### src/rtl/axi3_burst_addr_gen.sv
`default_nettype none
// ============================================================================
// Module      : axi3_burst_addr_gen
// Description : AXI3 burst address generator. It accepts one command and emits
//               one registered beat descriptor per data beat. It supports the
//               FIXED, INCR and WRAP burst types.
//               Optional macro AXI3_BURST_ADDR_GEN_4K_CHECK_EN flags any INCR
//               burst that crosses a 4 KB page.
// Revision    : 1.0 - initial release
// ============================================================================
module axi3_burst_addr_gen #(
    parameter int ADDR_WIDTH = 32,
    parameter int DATA_WIDTH = 64,
    parameter int ID_WIDTH   = 4
) (
    input  logic                  clk,
    input  logic                  rst,
    input  logic                  cmd_valid,
    output logic                  cmd_ready,
    input  logic [ID_WIDTH-1:0]   cmd_id,
    input  logic [ADDR_WIDTH-1:0] cmd_addr,
    input  logic [3:0]            cmd_len,
    input  logic [2:0]            cmd_size,
    input  logic [1:0]            cmd_burst,
    output logic                  beat_valid,
    input  logic                  beat_ready,
    output logic [ID_WIDTH-1:0]   beat_id,
    output logic [ADDR_WIDTH-1:0] beat_addr,
    output logic [3:0]            beat_idx,
    output logic                  beat_last,
    output logic                  beat_err
);

    localparam logic [0:0]            c_ST_IDLE    = 1'b0;
    localparam logic [0:0]            c_ST_BURST   = 1'b1;
    localparam logic [1:0]            c_MODE_FIXED = 2'd0;
    localparam logic [1:0]            c_MODE_INCR  = 2'd1;
    localparam logic [1:0]            c_MODE_WRAP  = 2'd2;
    localparam logic [2:0]            c_MAX_SIZE   = 3'($clog2(DATA_WIDTH / 8));
    localparam logic [ADDR_WIDTH-1:0] c_ONE        = ADDR_WIDTH'(1);

    logic [0:0]            r_state;
    logic [0:0]            w_state_nxt;
    logic                  r_valid;
    logic [ID_WIDTH-1:0]   r_id;
    logic [ADDR_WIDTH-1:0] r_addr;
    logic [3:0]            r_idx;
    logic                  r_last;
    logic                  r_err;
    logic [3:0]            r_len;
    logic [2:0]            r_size;
    logic [1:0]            r_mode;
    logic [ADDR_WIDTH-1:0] r_wrap_lower;
    logic [ADDR_WIDTH-1:0] r_wrap_span;

    logic                  w_beat_fire;
    logic                  w_cmd_ready;
    logic                  w_cmd_fire;
    logic [ADDR_WIDTH-1:0] w_cmd_bytes;
    logic [ADDR_WIDTH-1:0] w_cmd_aligned;
    logic [ADDR_WIDTH-1:0] w_cmd_span;
    logic                  w_wrap_ok;
    logic                  w_size_err;
    logic                  w_page_err;
    logic                  w_cmd_err;
    logic [1:0]            w_cmd_mode;
    logic [ADDR_WIDTH-1:0] w_bytes;
    logic [ADDR_WIDTH-1:0] w_incr;
    logic [ADDR_WIDTH-1:0] w_addr_nxt;

    assign w_beat_fire = r_valid & beat_ready;
    assign w_cmd_ready = ~rst & ((r_state == c_ST_IDLE) | (w_beat_fire & r_last));
    assign w_cmd_fire  = cmd_valid & w_cmd_ready;

    // Command decode: beat size, burst span and legality
    assign w_cmd_bytes   = c_ONE << cmd_size;
    assign w_cmd_aligned = cmd_addr & ~(w_cmd_bytes - c_ONE);
    assign w_cmd_span    = (ADDR_WIDTH'(cmd_len) + c_ONE) << cmd_size;
    assign w_wrap_ok     = ((cmd_len == 4'd1) | (cmd_len == 4'd3) | (cmd_len == 4'd7) |
                            (cmd_len == 4'd15)) & ((cmd_addr & (w_cmd_bytes - c_ONE)) == '0);
    assign w_size_err    = cmd_size > c_MAX_SIZE;

`ifdef AXI3_BURST_ADDR_GEN_4K_CHECK_EN
    assign w_page_err = (cmd_burst == 2'b01) &
                        (((w_cmd_aligned + w_cmd_span - c_ONE) >> 12) != (w_cmd_aligned >> 12));
`else
    assign w_page_err = 1'b0;
`endif

    assign w_cmd_err = (cmd_burst == 2'b11) | ((cmd_burst == 2'b10) & ~w_wrap_ok) |
                       w_size_err | w_page_err;

    // Illegal WRAP and reserved bursts fall back to INCR addressing
    always_comb begin
        w_cmd_mode = c_MODE_INCR;
        if (cmd_burst == 2'b00) begin
            w_cmd_mode = c_MODE_FIXED;
        end else if ((cmd_burst == 2'b10) && w_wrap_ok) begin
            w_cmd_mode = c_MODE_WRAP;
        end
    end

    assign w_bytes = c_ONE << r_size;
    assign w_incr  = (r_addr & ~(w_bytes - c_ONE)) + w_bytes;

    always_comb begin
        w_addr_nxt = w_incr;
        case (r_mode)
            c_MODE_FIXED: w_addr_nxt = r_addr;
            c_MODE_WRAP: begin
                if (w_incr == (r_wrap_lower + r_wrap_span)) begin
                    w_addr_nxt = r_wrap_lower;
                end
            end
            default: w_addr_nxt = w_incr;
        endcase
    end

    always_comb begin
        w_state_nxt = r_state;
        case (r_state)
            c_ST_IDLE: begin
                if (w_cmd_fire) begin
                    w_state_nxt = c_ST_BURST;
                end
            end
            c_ST_BURST: begin
                if (w_beat_fire && r_last && !w_cmd_fire) begin
                    w_state_nxt = c_ST_IDLE;
                end
            end
            default: w_state_nxt = c_ST_IDLE;
        endcase
    end

    always_ff @(posedge clk) begin
        if (rst) begin
            r_state      <= c_ST_IDLE;
            r_valid      <= 1'b0;
            r_id         <= '0;
            r_addr       <= '0;
            r_idx        <= 4'd0;
            r_last       <= 1'b0;
            r_err        <= 1'b0;
            r_len        <= 4'd0;
            r_size       <= 3'd0;
            r_mode       <= c_MODE_FIXED;
            r_wrap_lower <= '0;
            r_wrap_span  <= '0;
        end else begin
            r_state <= w_state_nxt;
            if (w_cmd_fire) begin
                r_valid      <= 1'b1;
                r_id         <= cmd_id;
                r_addr       <= cmd_addr;
                r_idx        <= 4'd0;
                r_last       <= (cmd_len == 4'd0);
                r_err        <= w_cmd_err;
                r_len        <= cmd_len;
                r_size       <= cmd_size;
                r_mode       <= w_cmd_mode;
                r_wrap_lower <= cmd_addr & ~(w_cmd_span - c_ONE);
                r_wrap_span  <= w_cmd_span;
            end else if (w_beat_fire) begin
                if (r_last) begin
                    r_valid <= 1'b0;
                end else begin
                    r_idx  <= r_idx + 4'd1;
                    r_addr <= w_addr_nxt;
                    r_last <= ((r_idx + 4'd1) == r_len);
                end
            end
        end
    end

    assign cmd_ready  = w_cmd_ready;
    assign beat_valid = r_valid;
    assign beat_id    = r_id;
    assign beat_addr  = r_addr;
    assign beat_idx   = r_idx;
    assign beat_last  = r_last;
    assign beat_err   = r_err;

endmodule
`default_nettype wire

### config.mk
export PLATFORM = sky130hd
export DESIGN_NAME = axi3_burst_addr_gen
export DESIGN_NICKNAME = d
export VERILOG_FILES = /design/src/rtl/axi3_burst_addr_gen.sv
export SDC_FILE = /design/constraint.sdc
export NUM_CORES = 1
export LEC_CHECK = 0
export BUFFER_PORTS_ARGS = -buffer_cell sky130_fd_sc_hd__buf_4
export CORE_ASPECT_RATIO = 1.5
export CORE_UTILIZATION = 30
export DETAILED_ROUTE_END_ITERATION = 8
export SLEW_MARGIN = 5
export SYNTH_ARGS = -nofsm -noshare
export SYNTH_HDL_FRONTEND = slang
export SYNTH_SLANG_ARGS = --single-unit
export TNS_END_PERCENT = 20
### constraint.sdc
create_clock -name clk -period 15.4 [get_ports clk]
set_input_delay 1.54 -clock clk [delete_from_list [all_inputs] [get_ports clk]]
set_output_delay 1.54 -clock clk [all_outputs]
set_load 0.1 [all_outputs]
# [Word-level counts from Yosys, hierarchy flattened]
# Cells that the tools add are included.
# Widths: inputs -> output; s select.
[totals] register_bits=117 latchBits=0 mem_bits_rw=0 mem_bits_ro=0 input_bits=49 out_inout_bits=44 wordCells=85 n_memories=0
[classes] add_sub_neg=7 n_mul=0 div=0 magnitude_cmp=1 eq_ne=11 shift=3 muxes=16 n_bitwise=21 n_reduce_logical=14
[op_table] op="$mux 32" count=4
[op_table] op="$and 32x32->32" count=3
[op_table] op="$sub 32x1->32 const B" count=3
[op_table] op="$add 32x32->32" count=2
[op_table] op="$not 32->32" count=2
[op_table] op="$pmux 32 s2" count=1
[op_table] op="$shl 1x3->32 const A" count=2
[op_table] op="$eq 32x32->1" count=1
[op_table] op="$logic_not 32->1" count=1
[op_table] op="$shl 5x3->32" count=1
[op_table] op="$mux 1" count=8
[op_table] op="$and 1x1->1" count=6
[op_table] op="$eq 2x2->1 const B" count=3
[op_table] op="$or 1x1->1" count=6
[op_table] op="$add 4x1->5 const B" count=1
[op_table] op="$add 4x1->4 const B" count=1
[op_table] op="$eq 4x1->1 const B" count=1
[op_table] op="$eq 4x2->1 const B" count=1
[op_table] op="$eq 4x3->1 const B" count=1
[op_table] op="$eq 4x4->1" count=1
[op_table] op="$eq 4x4->1 const B" count=1
[op_table] op="$logic_not 2->1" count=2
[op_table] op="$logic_not 4->1" count=1
[op_table] op="$mux 2" count=2
[op_table] op="11 further kinds" count=18

# [Depth between registers and ports, before layout]
# Gate-level depths: netlist of the first run.
[logic_depth] depth_word=11 depth_mapped=21 ltp_nobuf=14

# [Least setup slack after synthesis of the first run]
# Ideal clock, no wire load.
[synth_timing] kind="register to register" from="register r_size[2]" to="register r_addr[24] (netlist: beat_addr[24])" setup_time_ps=114 t_arrival_ps=4768 required_ps=15286 setup_slack_ps=10518 path_stages_with_launch=20 path_buffers=5 synth_period_minus_slack_ps=4882 cell_sequence="dfxtp_1 > buf_4 > clkbuf_1 > nor3_1 > inv_1 > ha_1 > clkbuf_1 > and3b_1 > o211ai_1 > o21ai_1 > o32ai_1 > nor3_2 > xnor3_1 > a2111oi_0 > nand4_1 > or4_1 > buf_2 > buf_6 > mux2i_1 > a2111oi_0"
[synth_via] elab_chain_cells=11
[synth_rtl] element="start: declaration" line="51" text="logic [2:0] r_size;"
[synth_rtl] element="start signal: assignment" line="160" text="r_size <= cmd_size;"
[synth_rtl] element="$shl 1x3->32 (*)" line="103" text="assign w_bytes = c_ONE << r_size;"
[synth_rtl] element="$sub 32x1->32" line="104" text="assign w_incr = (r_addr & ~(w_bytes - c_ONE)) + w_bytes;"
[synth_rtl] element="$not 32->32" line="104"
[synth_rtl] element="$and 32x32->32" line="104"
[synth_rtl] element="$add 32x32->32 (*)" line="104"
[synth_rtl] element="$eq 32x32->1" line="111" text="if (w_incr == (r_wrap_lower + r_wrap_span)) begin"
[synth_rtl] element="$mux 32" line="111"
[synth_rtl] element="$pmux 32 s2 (*)" line="108" text="case (r_mode)"
[synth_rtl] element="$mux 32 (*)" line="165" text="if (r_last) begin"
[synth_rtl] element="$mux 32 (*)" line="164" text="end else if (w_beat_fire) begin"
[synth_rtl] element="$mux 32 (*)" line="152" text="if (w_cmd_fire) begin"
[synth_rtl] element="end signal: assignment" line="155" text="r_addr <= cmd_addr;"
[synth_rtl] element="end signal: assignment" line="169" text="r_addr <= w_addr_nxt;"
[synth_rtl] element="end: declaration" line="46" text="logic [ADDR_WIDTH-1:0] r_addr;"
# Mark *: on every way between the ends. The rest lies on a longest branch, timed or not. The select of a mux whose other input is x is not followed.
# A chain may end at the register's enable or synchronous reset.

# [Worst setup path in the final report of the first run]
[layout_timing] from="register r_size[0]" to="register r_addr[14] (netlist: beat_addr[14])"
# Same word-level chain as after synthesis.

==> impl_metrics.ini, run 1 <==
[floorplan]
fp.dieW_um = 136
die_h_um = 202
fp.coreArea_sq_mm = 0.0264
start_util_pct = 30.4
rows = 73
io-pin-count = 93
dieArea_sq_mm = 0.0275

[global_routing]
antenna_found_initial = 0
grt.total_usage_pct = 20.8
grt.overflow.total = 0
grt_max_degree = 64
grt_pass1_wl_mm = 43.3
grt_pass1_vias = 7683

[synthesis]
yosysTopAreaCell = dfxtp_1
yosysWarnings = 0
synth_xor_area_share_pct = 11.7
synth_simple_gate_area_share_pct = 25.2
synth_top_family_by_area = compound AO/OA/AOI/OAI gates
yosysMostFrequentCell = dfxtp_1
synth_fp_nets = 1070
netlist_instances = 996
syn_area_sq_mm = 0.00804
synth_cell_types = 86
synth_edf_count = 0
avgSynthCellArea_sq_um = 8.07
ys.flop_type = dfxtp_1
synth-compound-area-share_pct = 25.3
synth_mux_area_share_pct = 4.48
ys_ff_latch = 97
synth_fa_ha_area_share_pct = 3.99
synth_area_leaders = dfxtp_1 24%, xnor2_1 5.0%, nand2_1 4.3%, ha_1 3.7%, mux2i_1 3.7%
async_reset_ff_share_pct = 0
synth_top_area_share_pct = 24.2
seq_area_frac_synth_pct = 24.2
ys_top_cells_by_count = 97 x dfxtp_1, 92 x nand2_1, 72 x nor2_1

[drt]
wl_met3_mm = 1.14
wl_mm = 28.2
highest_layer = met4
vias = 7926
routed_via_density = 5.74
remaining_drc_errors = 0
wl_met1_mm = 11.0
wl_met2_mm = 14.7
ant_nets = 0
drt_iter0_markers = 621
drt_first_pass_iters = 5
wire_per_inst_um = 20.4

[cells_and_area]
finish.utilization_pct = 35.0
layout.cells.non_filler = 1382
drive_gt1_share_pct = 14.8
regArea_sq_mm = 0.00194
syn_to_final_growth_pct = 14.9
num-nets-final = 1114
multiInputGateArea_sq_mm = 0.00569
antenna_cells = 0
fillers = 2804

[timing]
period_needed_ps = 6100
hold_viol = 0
setup_violations = 0
drv_slew = 0
relSlewSlack_pct = 33.0
skew_ps = 14.4
grt_setup_unrepaired = no
fmaxAchievable_mhz = 164
worst_pin_slew_ps = 1010
fin_crit_sh_pct = 39.6
finalSetupTns_ps = 0

[job]
cap_violations = 0

[min_path]
worstHoldStart = beat_id[1]
whs_path_depth = 2
hold_end = beat_id[1]
hold_class = reg -> reg

[placement]
io_buffers = 92
hpwl_mm = 21.3
place_inst = 1366
gp_congestion = 0.956

[worst_setup_path]
crit_type = reg -> reg
worstReg2RegStart = r_size[0]
worstPathArrival_ps = 6360
critPathCaptureType = flop
crit_required_ps = 15660
ff2ff_path_depth = 14
rr_endpoint = beat_addr[14]
worstSetupStartpoint = r_size[0]
critPathLaunchType = flop
crit_fanout = 33
reg2reg_slack_ps = 9300

[run_status]
status = completed

[clock_tree]
postCtsHoldBufs = 0
clock_sinks = 97
clk_path_buf_depth = 2
cts_tree = done
clk_pin_slew_ps = 70
clk_latency_ps = 390
post_cts_resized = 0
cts_buffers = 9
post_cts_buffers = 0
htreeDepth = 3
cts-root-buf = clkbuf_16

[power]
p_leak_nw = 3.64
power_density_mw_per_mm2 = 84.1
vdd_ir_drop_max_mv = 0.0746
finalPower_uw = 776
[per-layer routing]
layer,up-vias,GRT usage [%]
met2,227,37.9
met4,0,11.4
met3,65,2.55
met1,3807,22.9
li1,3827,-
met5,-,0
[where the power goes]
part	leakage, nW	total (mW)	internal [mW]	switching [mW]
Clock	0.151	0.253	0.131	0.122
Combinational	2.70	0.230	0.0817	0.148
Sequential	0.794	0.293	0.266	0.0270
Total	3.64	0.776	0.479	0.297
[how the worst max path moves through the flow]
stage	endpoint	cells after the start
3_3_place_gp	beat_addr[9]	14
2_1_floorplan	beat_addr[24]	19
5_1_grt	beat_addr[1]	14
6_report	beat_addr[14]	14
4_1_cts	beat_addr[14]	14
3_5_place_dp	beat_addr[14]	14
[per-stage QoR]
stage                     instance area [sq um]  hold WS (ps)  setup slack [ps]
final                                      9240           460              9300
after global routing                       9240           485              8710
after CTS                                  9240           463              9370
after detailed placement                   8910           450              9380
after global placement                     8910           445              9510
after floorplan                            8040           438             10520
[cell families (layout without fill, tap and decap cells)]
family,after synthesis,count (layout)
AND/OR/NAND/NOR,388,388
AO/OA/AOI/OAI,272,272
flip-flops,97,97
buffers and inverters,92,141
XOR/XNOR,87,87
multiplexers,35,35
adder cells (fa/ha/maj),25,25
[state kept, by name, summed over array words and instances, names as in the netlist]
signal        cells
beat_addr        32
r_wrap_lower     32
r_wrap_span      12
beat_id           4
beat_idx          4
r_len             4
r_size            3
r_mode            2
beat_err          1
beat_last         1
beat_valid        1
r_state           1
[layout make-up]
| type | instances | share of cell area (%) |
|---|---|---|
| Inverter | 23 | 0.935 |
| Clock inverter | 7 | 1.08 |
| Timing Repair Buffer | 102 | 8.29 |
| Clock buffer | 9 | 2.44 |
| Tap cell | 337 | 4.57 |
| Multi-Input combinational cell | 807 | 61.7 |
| Sequential cell | 97 | 21.0 |
[cell usage in the layout, fill, tap and decap left out, types with 15 or more instances in the layout]
| cell | instances |
|---|---|
| buf_4 | 102 |
| dfxtp_1 | 97 |
| nand2_1 | 91 |
| nor2_1 | 71 |
| nand3_1 | 59 |
| xnor2_1 | 46 |
| a21oi_1 | 44 |
| nor3_1 | 35 |
| o21ai_0 | 35 |
| mux2i_1 | 30 |
| xor2_1 | 28 |
| ha_1 | 24 |
| inv_1 | 23 |
| a32o_1 | 19 |
| a2111oi_0 | 17 |
| nand4_1 | 16 |
| nor2b_1 | 15 |
| and3_1 | 15 |
[worst max-delay path: stages (launching register included)]
cell	delay, ps
dfxtp_1	910
nor3_1	160
inv_1	130
ha_1	470
nand2b_1	210
a22o_1	240
a21oi_1	410
o31a_1	650
nor3_1	130
xnor2_1	300
o2111a_1	210
nand4_1	260
or4_2	1200
mux2i_1	250
a2111oi_0	420
Note: power is estimated with default switching activity, not from simulation.
==> run 2: changes to the inputs <==
==> constraint.sdc (replaced) <==
create_clock -name clk -period 5.2 [get_ports clk]
set_input_delay 0.52 -clock clk [delete_from_list [all_inputs] [get_ports clk]]
set_output_delay 0.52 -clock clk [all_outputs]
set_load 0.1 [all_outputs]
==> run 2 against run 1 <==
Effect of this change:
- critical path depth did not move
- largest cell class unchanged
- register-to-register slack got worse by 9000 ps
- sequential cell count did not move
- hold slack got worse by 130 ps
- critical path type unchanged
- sequential share of layout area fell by 0.35 points
- count of clock-buffer cells in the layout did not move
==> impl_metrics.ini, run 2 (synthesis results as in run 1) <==
[clock_tree]
clock_sinks = 97
clk_path_buf_depth = 2
clk_latency_ps = 380
cts-root-buf = clkbuf_16
cts_buffers = 9
htreeDepth = 3
cts_tree = done
clk_pin_slew_ps = 80

[worst_setup_path]
crit_required_ps = 5450
rr_endpoint = beat_addr[9]
crit_type = reg -> reg
critPathLaunchType = flop
worstPathArrival_ps = 5190
crit_fanout = 26
ff2ff_path_depth = 14
endpoint = beat_addr[9]
worstReg2RegStart = r_size[0]
critPathCaptureType = flop
worstSetupStartpoint = r_size[0]
reg2reg_slack_ps = 270

[drt]
vias = 8113
ant_nets = 0
drt_iter0_markers = 578
wire_per_inst_um = 20.7
wl_mm = 29.0
drt_first_pass_iters = 5
remaining_drc_errors = 0
routed_via_density = 5.80

[timing]
hold_viol = 0
fin_crit_sh_pct = 94.9
worst_pin_slew_ps = 1090
skew_ps = 15.0
setup_violations = 0
period_needed_ps = 4930
relSlewSlack_pct = 25.3
drv_slew = 0
finalSetupTns_ps = 0
fmaxAchievable_mhz = 203

[floorplan]
io-pin-count = 93
rows = 73
dieArea_sq_mm = 0.0275
die_h_um = 202
fp.coreArea_sq_mm = 0.0264
fp.dieW_um = 136
start_util_pct = 30.4

[cells_and_area]
antenna_cells = 0
fin_area_sq_mm = 0.00939
fillers = 2783
syn_to_final_growth_pct = 16.9
drive_gt1_share_pct = 16.7
num-nets-final = 1132
final_common_cell = buf_4
final_cell_mix = 118 x buf_4, 97 x dfxtp_1, 91 x nand2_1, 70 x nor2_1, 59 x nand3_1

[run_status]
status = completed

[power]
power_density_mw_per_mm2 = 242
vdd_ir_drop_max_mv = 0.143
p_leak_nw = 3.75

[placement]
place_area_sq_mm = 0.00905
hpwl_mm = 22.1
io_buffers = 92
gp_congestion = 0.917

[global_routing]
grt_pass1_vias = 7958
grt.overflow.total = 0
antenna_found_initial = 0
grt.total_usage_pct = 21.5
grt_pass1_wl_mm = 45.0
grt_max_degree = 63

[job]
cap_violations = 0

[min_path]
hold_class = in -> reg
## run 2: changes by cell type in the layout (fill, tap and decap cells not counted), sizes merged
cell / before / now
inv: 25 / 27
clkinvlp: 2 / 0
bufinv: 1 / 0
buf: 102 / 120
clkinv: 2 / 3
## run 2: final cells by class
cell class	count	area, sq um	area share, %
Clock buffer	9	225	2.40
Multi-Input combinational cell	807	5720	60.9
Clock inverter	7	78.8	0.839
Timing Repair Buffer	120	917	9.77
Sequential cell	97	1940	20.7
Tap cell	337	422	4.49
Inverter	23	86.3	0.919
## run 2: critical path, stage by stage (launching register included)
cell and delay (ps):
dfxtp_1 380, buf_6 230, nand2_1 90, ha_1 310
nor2b_1 190, nor2_1 80, o31a_1 420, o31a_2 520
or4_1 600, a21oi_1 190, o2111ai_1 260, or4_2 780
buf_12 210, mux2i_1 130, a2111oi_1 420
## run 2: power breakdown
group	switching, mW	total [mW]	internal (mW)
Combinational	0.457	0.711	0.254
Clock	0.359	0.703	0.344
Sequential	0.0708	0.860	0.789
## run 2: layer usage
| layer | global-route usage (%) | up-vias | routed length, um |
|---|---|---|---|
| li1 | - | 3863 | - |
| met1 | 23.8 | 3920 | 11300 |
| met2 | 38.7 | 249 | 15000 |
| met3 | 2.75 | 81 | 1210 |
| met4 | 12.1 | 0 | 1490 |
| met5 | 0 | - | 0 |
## run 2: how the worst min path moves through the flow
| stage | start | end | slack, ps | cells past startpoint |
|---|---|---|---|---|
| floorplan | r_wrap_span[5] | r_wrap_span[5] | 440 | 2 |
| global placement | beat_id[3] | beat_id[3] | 450 | 2 |
| detailed placement | beat_id[2] | beat_id[2] | 450 | 2 |
| CTS | cmd_id[1] | beat_id[1] | 320 | 3 |
| global route | cmd_id[3] | beat_id[3] | 330 | 3 |
| finish | cmd_id[0] | beat_id[0] | 330 | 3 |
## run 2: metrics by stage
stage | instances | setup slack (ps) | hold slack [ps] | util, % | total power, mW
2_1_floorplan | 996 | 318 | 438 | - | 1.37
3_3_place_gp | 1383 | 245 | 445 | 34.3 | 1.58
3_5_place_dp | 1383 | 185 | 451 | 34.3 | 1.58
4_1_cts | 1399 | 167 | 322 | 35.4 | 2.29
5_1_grt | 1400 | -35.3 | 334 | 35.6 | 2.38
6_report | 1400 | 265 | 333 | 35.6 | 2.27
## run 2: what timing repair did
item	CTS	global route
setup endpoints to repair	0	23
resized for setup	0	10
hold buffers	0	0
setup buffers	0	1
==> run 3: changes to the inputs <==
--- a/config.mk
+++ b/config.mk
@@ -8,6 +8,7 @@
 export BUFFER_PORTS_ARGS = -buffer_cell sky130_fd_sc_hd__buf_4
 export CORE_ASPECT_RATIO = 1.5
 export CORE_UTILIZATION = 30
+export CTS_BUF_LIST = sky130_fd_sc_hd__clkbuf_4 sky130_fd_sc_hd__clkbuf_8
 export DETAILED_ROUTE_END_ITERATION = 8
 export SLEW_MARGIN = 5
 export SYNTH_ARGS = -nofsm -noshare
==> run 3 against run 2 <==
Effect of this change:
- sequential share of layout area up 0.22 points
- die area is the same
- first-iteration DRC count shrank 7.6%
- largest power group unchanged
- sequential cell count unchanged
- critical endpoint is now beat_addr[0]
- total power is 7.5% lower
- non-clock buffer count is the same
==> impl_metrics.ini, run 3 (synthesis results as in run 1) <==
[run_status]
status = completed

[placement]
io_buffers = 92
hpwl_mm = 22.1
gp_congestion = 0.917
place_inst = 1383

[drt]
wl_mm = 29.0
drt_first_pass_iters = 5
vias = 8124
wire_per_inst_um = 20.7
remaining_drc_errors = 0
drt_iter0_markers = 534
routed_via_density = 5.80
ant_nets = 0

[worst_setup_path]
critPathTopFamily = simple AND/OR/NAND/NOR gates
crit_top_cell = buf_4
worstPathArrival_ps = 5190
crit_fanout = 19
slowest_delay_ps = 780
crit_path_cell_trace = buf_4 -> and2_1 -> nor2b_1 -> ha_1 -> nor2_1 -> o31a_1 -> o31a_2 -> or4_1 -> a21oi_1 -> o2111ai_1 -> or4_2 -> buf_4 -> mux2i_1 -> a2111oi_0
crit_required_ps = 5500
crit_type = reg -> reg
critPathLaunchType = flop
critical_path_buf_inv_count = 2
critPathCaptureType = flop
slowest_stage = or4_2

[timing]
period_needed_ps = 4890
hold_viol = 0
finalSetupTns_ps = 0
skew_ps = 22.9
drv_slew = 0
relSlewSlack_pct = 28.2
setup_violations = 0
fin_crit_sh_pct = 94.0
grt_setup_unrepaired = no
worst_pin_slew_ps = 1050
fmaxAchievable_mhz = 205

[clock_tree]
clk_pin_slew_ps = 120
cts_buffers = 9
clk_latency_ps = 420
clock_sinks = 97
htreeDepth = 3
clk_path_buf_depth = 2
cts-root-buf = clkbuf_8
cts_tree = done

[cells_and_area]
drive_gt1_share_pct = 16.7
syn_to_final_growth_pct = 15.6
antenna_cells = 0
final_common_cell = buf_4
finish.utilization_pct = 35.2
final_cell_mix = 118 x buf_4, 97 x dfxtp_1, 91 x nand2_1, 70 x nor2_1, 59 x nand3_1
num-nets-final = 1132
layout.cells.non_filler = 1400

[floorplan]
start_util_pct = 30.4
io-pin-count = 93
rows = 73
die_h_um = 202
fp.coreArea_sq_mm = 0.0264
dieArea_sq_mm = 0.0275
fp.dieW_um = 136

[global_routing]
grt.overflow.total = 0
antenna_found_initial = 0
grt.total_usage_pct = 21.4
grt_max_degree = 63
grt_pass1_wl_mm = 45.0
grt_pass1_vias = 7976

[min_path]
hold_class = in -> reg

[power]
seqPwrFrac_pct = 40.9
p_leak_nw = 3.70
combPwrFrac_pct = 33.8
power_density_mw_per_mm2 = 226
p_sw_share_pct = 41.2
net-switching-power_uw = 867
power.internal_mw = 1.24
vdd_ir_drop_max_mv = 0.115
p_clk_share_pct = 25.3

[job]
cap_violations = 0
## run 3: per-layer routing
layer / wire [um] / up-vias / share of wire, % / global-route usage (%)
met3: 1250 / 86 / 4.3 / 2.45
met5: 0 / - / 0 / 0
li1: - / 3861 / - / -
met4: 1610 / 0 / 5.5 / 12.8
met1: 11200 / 3922 / 38 / 23.7
met2: 15000 / 255 / 52 / 38.6
## run 3: layout make-up
| type | instances | area [sq um] |
|---|---|---|
| Clock buffer | 9 | 124 |
| Clock inverter | 7 | 78.8 |
| Fill cell | 2789 | 17100 |
| Inverter | 23 | 86.3 |
| Multi-Input combinational cell | 807 | 5720 |
| Sequential cell | 97 | 1940 |
| Tap cell | 337 | 422 |
| Timing Repair Buffer | 120 | 917 |
## run 3: path summary, 6_finish.rpt
kind	slack, ps	from	endpoint	depth (start not counted)
max	310	r_size[1]	beat_addr[0]	14
max reg2reg	310	r_size[1]	beat_addr[0]	14
min	290	cmd_id[0]	beat_id[0]	3
min reg2reg	460	beat_id[0]	beat_id[0]	2
## run 3: through the flow
| step | worst slack (ps) | hold WS [ps] | instance area (sq um) | power [mW] |
|---|---|---|---|---|
| after floorplan | 318 | 438 | 8040 | 1.37 |
| after global placement | 245 | 445 | 9050 | 1.58 |
| after detailed placement | 185 | 451 | 9050 | 1.58 |
| after CTS | 158 | 272 | 9250 | 2.11 |
| after global routing | 16.7 | 285 | 9290 | 2.20 |
| final | 313 | 288 | 9290 | 2.10 |
## run 3: what timing repair did
action,4_1_cts,5_1_grt
buffers inserted,0,1
hold buffers,0,0
gates resized for setup,0,10
setup endpoints to repair,0,24
## run 3: power groups by stage
stage | clock network, mW | registers (mW) | logic (mW)
floorplan | 0 | 0.988 | 0.381
global placement | 0 | 0.874 | 0.702
detailed placement | 0 | 0.875 | 0.706
CTS | 0.546 | 0.858 | 0.708
global route | 0.573 | 0.867 | 0.764
finish | 0.532 | 0.860 | 0.711
## run 3: worst reg2reg max path: stages, from the launching register on
cell       delay [ps]
dfxtp_1           350
buf_4             200
and2_1            190
nor2b_1           130
ha_1              390
nor2_1             60
o31a_1            350
o31a_2            520
or4_1             610
a21oi_1           190
o2111ai_1         260
or4_2             780
buf_4             240
mux2i_1           130
a2111oi_0         390
